$ cat config.mk
export PLATFORM = sky130hd
export DESIGN_NAME = bus_dev_port
export DESIGN_NICKNAME = d
export VERILOG_FILES = /design/src/rtl/bus_dev_port.sv
export SDC_FILE = /design/constraint.sdc
export NUM_CORES = 1
export LEC_CHECK = 0
export BUFFER_PORTS_ARGS = -buffer_cell sky130_fd_sc_hd__buf_2
export CAP_MARGIN = 25
export CORE_MARGIN = 2
export CORE_UTILIZATION = 60
export DETAILED_ROUTE_END_ITERATION = 6
export PLACE_DENSITY = 0.9
export SLEW_MARGIN = 20
export SYNTH_ARGS = -nofsm -noshare
export SYNTH_HDL_FRONTEND = slang
export SYNTH_SLANG_ARGS = --single-unit
$ cat constraint.sdc
create_clock -name clk -period 3.41 [get_ports clk]
set_clock_uncertainty 0.05 [all_clocks]
set_input_delay 0 -clock clk [delete_from_list [all_inputs] [get_ports clk]]
set_output_delay 0 -clock clk [all_outputs]
set_load 0.005 [all_outputs]
$ cat src/rtl/bus_dev_port.sv
// Per-device bus endpoint: TX FIFO toward the arbiter, RX FIFO from the arbiter, sticky error flags.
// Define BUS_DEV_PORT_RX_FILTER_EN to accept only pushes addressed to `id` or `broadcast`.
module bus_dev_port #(
    parameter int         width     = 16,
    parameter int         depth     = 8,
    parameter logic [7:0] id        = 8'h00,
    parameter logic [7:0] broadcast = 8'hFF
) (
    input  logic                       clk,
    input  logic                       reset,
    input  logic                       wr_en,
    input  logic [width-1:0]           wr_data,
    output logic                       tx_full,
    output logic [$clog2(depth+1)-1:0] tx_count,
    output logic                       pndng,
    output logic [width-1:0]           D_pop,
    input  logic                       pop,
    input  logic                       push,
    input  logic [width-1:0]           D_push,
    output logic                       rx_valid,
    output logic [width-1:0]           rx_data,
    input  logic                       rx_rd,
    output logic                       rx_full,
    output logic [3:0]                 err
);
    localparam int            pw       = (depth > 1) ? $clog2(depth) : 1;
    localparam int            cw       = $clog2(depth + 1);
    localparam logic [pw-1:0] last_ptr = pw'(depth - 1);
    localparam logic [cw-1:0] full_cnt = cw'(depth);

    function automatic logic [pw-1:0] next_ptr(input logic [pw-1:0] ptr);
        return (ptr == last_ptr) ? '0 : ptr + pw'(1);
    endfunction

    // ---------------- TX FIFO ----------------
    logic [width-1:0] tx_mem [depth];
    logic [pw-1:0]    tx_wr_ptr;
    logic [pw-1:0]    tx_rd_ptr;
    logic [cw-1:0]    tx_cnt;
    logic             tx_wr_ok;
    logic             tx_rd_ok;

    assign tx_full  = (tx_cnt == full_cnt);
    assign pndng    = (tx_cnt != '0);
    assign tx_count = tx_cnt;
    // NOTE: a write while full is refused even when a pop frees a slot on the same edge.
    assign tx_wr_ok = wr_en && !tx_full;
    assign tx_rd_ok = pop && pndng;
    assign D_pop    = pndng ? tx_mem[tx_rd_ptr] : '0;

    always_ff @(posedge clk or posedge reset) begin
        if (reset) begin
            tx_wr_ptr <= '0;
            tx_rd_ptr <= '0;
            tx_cnt    <= '0;
        end else begin
            if (tx_wr_ok) tx_wr_ptr <= next_ptr(tx_wr_ptr);
            if (tx_rd_ok) tx_rd_ptr <= next_ptr(tx_rd_ptr);
            if (tx_wr_ok && !tx_rd_ok)      tx_cnt <= tx_cnt + cw'(1);
            else if (!tx_wr_ok && tx_rd_ok) tx_cnt <= tx_cnt - cw'(1);
        end
    end

    // NOTE: storage is deliberately left unreset; the heads are masked to 0 whenever a FIFO is empty.
    always_ff @(posedge clk) begin
        if (tx_wr_ok) tx_mem[tx_wr_ptr] <= wr_data;
    end

    // ---------------- RX FIFO ----------------
    logic [width-1:0] rx_mem [depth];
    logic [pw-1:0]    rx_wr_ptr;
    logic [pw-1:0]    rx_rd_ptr;
    logic [cw-1:0]    rx_cnt;
    logic             rx_wr_ok;
    logic             rx_rd_ok;
    logic             dest_ok;

`ifdef BUS_DEV_PORT_RX_FILTER_EN
    assign dest_ok = (D_push[width-1:width-8] == id) || (D_push[width-1:width-8] == broadcast);
`else
    assign dest_ok = 1'b1;
`endif

    assign rx_full  = (rx_cnt == full_cnt);
    assign rx_valid = (rx_cnt != '0);
    assign rx_wr_ok = push && dest_ok && !rx_full;
    assign rx_rd_ok = rx_rd && rx_valid;
    assign rx_data  = rx_valid ? rx_mem[rx_rd_ptr] : '0;

    always_ff @(posedge clk or posedge reset) begin
        if (reset) begin
            rx_wr_ptr <= '0;
            rx_rd_ptr <= '0;
            rx_cnt    <= '0;
        end else begin
            if (rx_wr_ok) rx_wr_ptr <= next_ptr(rx_wr_ptr);
            if (rx_rd_ok) rx_rd_ptr <= next_ptr(rx_rd_ptr);
            if (rx_wr_ok && !rx_rd_ok)      rx_cnt <= rx_cnt + cw'(1);
            else if (!rx_wr_ok && rx_rd_ok) rx_cnt <= rx_cnt - cw'(1);
        end
    end

    always_ff @(posedge clk) begin
        if (rx_wr_ok) rx_mem[rx_wr_ptr] <= D_push;
    end

    // ---------------- sticky error flags ----------------
    logic [3:0] err_q;

    always_ff @(posedge clk or posedge reset) begin
        if (reset) begin
            err_q <= '0;
        end else begin
            if (wr_en && tx_full) err_q[0] <= 1'b1;
            if (pop && !pndng)    err_q[1] <= 1'b1;
            if (push && rx_full)  err_q[2] <= 1'b1;
            // A full-FIFO drop is reported only as an overflow, never as a misroute.
            if (push && !rx_full && !dest_ok) err_q[3] <= 1'b1;
        end
    end

    assign err = err_q;

endmodule

==> metrics.md <==
| Metric | Value |
|---|---|
| Hold Crit Class | `in -> reg` |
| WP data arrival | `3.45 ns` |
| DP HPWL | `12.84 mm` |
| First-pass GRT wire length | `34.44 mm` |
| # nets final | `711` |
| Vias | `roughly 5600` |
| GRT Util Overall | `about 23%` |
| Slew headroom | `30.92%` |
| Final Critical Period | `3.099 ns` |
| Die height | `139.6 µm` |
| Commonest non-fill, non-tap cell in the layout | `edfxtp_1` |
| Die area | `between 15000 and 20000 µm²` |
| Critical Path Start Type | `flip-flop` |
| Yosys warns | `0` |
| PwrDens | `866.5 nW/µm²` |
| Core ar. | `between 15000 and 20000 µm²` |
| Vias per cell | `about 6.3` |
| Overall routed net length | `22.09 mm` |
| Final worst-path cycle share | `90.88%` |
| Critical path type | `reg -> reg` |
| Setup crit end kind | `flip-flop` |
| Maxcap violations | `0` |
| Hold Buf Count CTS | `37` |
| First-pass DRT Iterations | `5` |
| Final std cells w/o fill | `901` |
| TritonCTS Sinks | `roughly 280` |
| Setup TNS Final | `0 ns` |
| Max Fclk | `~320 MHz` |
| Ports | `82` |
| Final core area utilization | `between 70% and 80%` |
| ANT cells | `0` |
| Cells after DPL | `around 820` |
| Final Max Tran Viols | `0` |
| Clock Tree Buf Depth | `3` |
| Maximum vdd drop | `0.6117 mV` |
| Area grow syn2layout | `18.78%` |
| Post-Synthesis Mean Instance Area | `21.25 µm²` |
| Syn Inst Count | `between 500 and 600` |
| Syn Nets | `573` |
| Post-synth EDFFs | `256` |
| Flop and latch count out of synthesis | `279` |
| Detail Route Antenna Nets | `0` |
| Post-synthesis async set-or-reset flop share | `roughly 8.2%` |
| Critical Path RT | `about 3.8 ns` |
| Unrepaired setup endpoints after global routing | `false` |
| Setup bufs post-CTS | `0` |
| H-tree depth | `1` |
| Mapped cell area | `11030 µm²` |
| Root buffer cell | `clkbuf_16` |
| FP Rows | `49` |
| Status | `complete, no violations` |
| Final Setup Violations | `0` |
| Fraction of layout cells with a size suffix above 1 | `about 34%` |
| # resized after CTS | `0` |
| Post-synthesis sequential area ratio | `74.93%` |
| Gpl congestion | `0.7804` |
| Reg clk slew, reported paths | `0.07 ns` |
| IO buf count | `80` |
| Inserted Clock Buffers | `28` |
| Initial antenna violation count | `0` |
| Static Leak | `between 4 and 5 nW` |
| Avg WL per Cell | `24.52 µm` |
| Total congestion overflow | `0` |
| Yosys cell types | `39` |
| Initial core utilization | `61.18%` |
| Initial DRC count | `448` |
| Largest net degree at the start of global routing | `33` |
| Tightest Pin Transition | `~1.0 ns` |
| Vias in the first global route | `6067` |
| Final hold vios | `0` |
| Clk Latency, worst-skew pair | `0.53 ns` |
| TritonCTS clock tree | `built` |
| CP Max Fanout | `8` |
| DRC viols | `0` |
| Main synth FF type | `edfxtp_1` |
| Die Wd | `~140 µm` |
| Commonest cells after routing, fill and taps aside | `edfxtp_1, buf_2, mux4_2` |
## synthesized netlist by cell type (all sizes together), types with 4 or more instances
| cell | n | area (µm²) |
|---|---|---|
| clkbuf | 12 | 45.04 |
| nand3b | 4 | 30.03 |
| nor3 | 9 | 45.04 |
| nand2 | 8 | 32.54 |
| edfxtp | 256 | 7687 |
| ha | 14 | 175.2 |
| a21o | 6 | 45.04 |
| mux4 | 64 | 1441 |
| nor2 | 10 | 37.54 |
| a22o | 32 | 280.3 |
| nand2b | 5 | 31.28 |
| nand3 | 4 | 20.02 |
| xnor2 | 4 | 35.03 |
| or3 | 6 | 37.54 |
| inv | 8 | 30.02 |
| buf | 14 | 97.59 |
| dfrtp | 23 | 575.6 |
| mux2 | 12 | 135.1 |
## worst paths after layout
path	from	to	slack, ns	cells after the start
max in group asynchronous	reset	rx_rd_ptr[0]$_DFFE_PP0P_	2.47	5
max	rx_cnt[0]$_DFFE_PP0P_	rx_cnt[3]$_DFFE_PP0P_	0.31	9
min reg2reg	err[2]$_DFFE_PP0P_	err[2]$_DFFE_PP0P_	0.40	1
min in group asynchronous	reset	err[2]$_DFFE_PP0P_	0.42	4
min	pop	err[1]$_DFFE_PP0P_	0.20	3
max reg2reg	rx_cnt[0]$_DFFE_PP0P_	rx_cnt[3]$_DFFE_PP0P_	0.31	9
## sequential cells by signal, summed over array words and instances (netlist names)
signal     cells
tx_mem       128
tx_rd_ptr      3
rx_cnt         4
err            3
rx_wr_ptr      3
rx_rd_ptr      3
tx_wr_ptr      3
rx_mem       128
tx_count       4
## power breakdown
part / total [mW] / internal (mW) / leakage [nW] / switching [mW]
registers: 4.82 / 4.37 / 2.59 / 0.449
clock network: 3.05 / 1.83 / 0.437 / 1.21
logic: 3.49 / 1.75 / 1.52 / 1.74
total: 11.3 / 7.95 / 4.55 / 3.40
## per-stage QoR
stage          power [mW]  hold WS, ns  worst slack [ns]  area (µm²)
6_report            11.35       0.2000            0.3111       13100
5_1_grt             11.88       0.2168            0.1610       13100
4_1_cts             11.43       0.1733            0.3310       13070
3_5_place_dp        8.333       0.1837            0.3526       11790
3_3_place_gp        8.101       0.1630            0.4792       11790
2_1_floorplan       7.108     -0.04808            0.5213       11030
## worst max-delay path, cell delays in order (launching register included)
cell,delay [ns]
dfrtp_1,0.47
or4b_1,0.65
nand2_2,0.29
inv_2,0.05
ha_1,0.26
inv_1,0.15
ha_1,0.31
or4_1,0.52
nand3_1,0.10
o221ai_1,0.11
## layout make-up
class | instances | area [µm²]
multi-input cells | 206 | 2693
fillers | 1034 | 4927
repair buffers | 134 | 908.4
clock buffers | 31 | 733.2
clock inverters | 14 | 181.4
inverters | 8 | 30.03
flip-flops and latches | 279 | 8265
well taps | 229 | 286.5
## cells by family (layout without fill, tap and decap cells)
| family | after synthesis | in the layout | synth area share [%] |
|---|---|---|---|
| buf+inv | 34 | 187 | 1.566 |
| other cells | 1 | 1 | 0.03401 |
| simple gates | 59 | 59 | 3.075 |
| xor+xnor | 4 | 4 | 0.3177 |
| compound gates | 48 | 48 | 3.642 |
| mux | 78 | 78 | 14.48 |
| flops | 279 | 279 | 74.93 |
| fa+ha+maj | 16 | 16 | 1.952 |
## routing by layer
| layer | global-route usage [%] | up-vias | part of all wire [%] | wire length [µm] |
|---|---|---|---|---|
| li1 | - | 2441 | - | - |
| met1 | 29.20 | 2914 | 37 | 8124 |
| met2 | 41.95 | 231 | 54 | 11960 |
| met3 | 4.474 | 47 | 6.6 | 1465 |
| met4 | 5.947 | 0 | 2.5 | 542 |
| met5 | 0 | - | 0 | 0 |
Power figures use the tool's default switching activity.
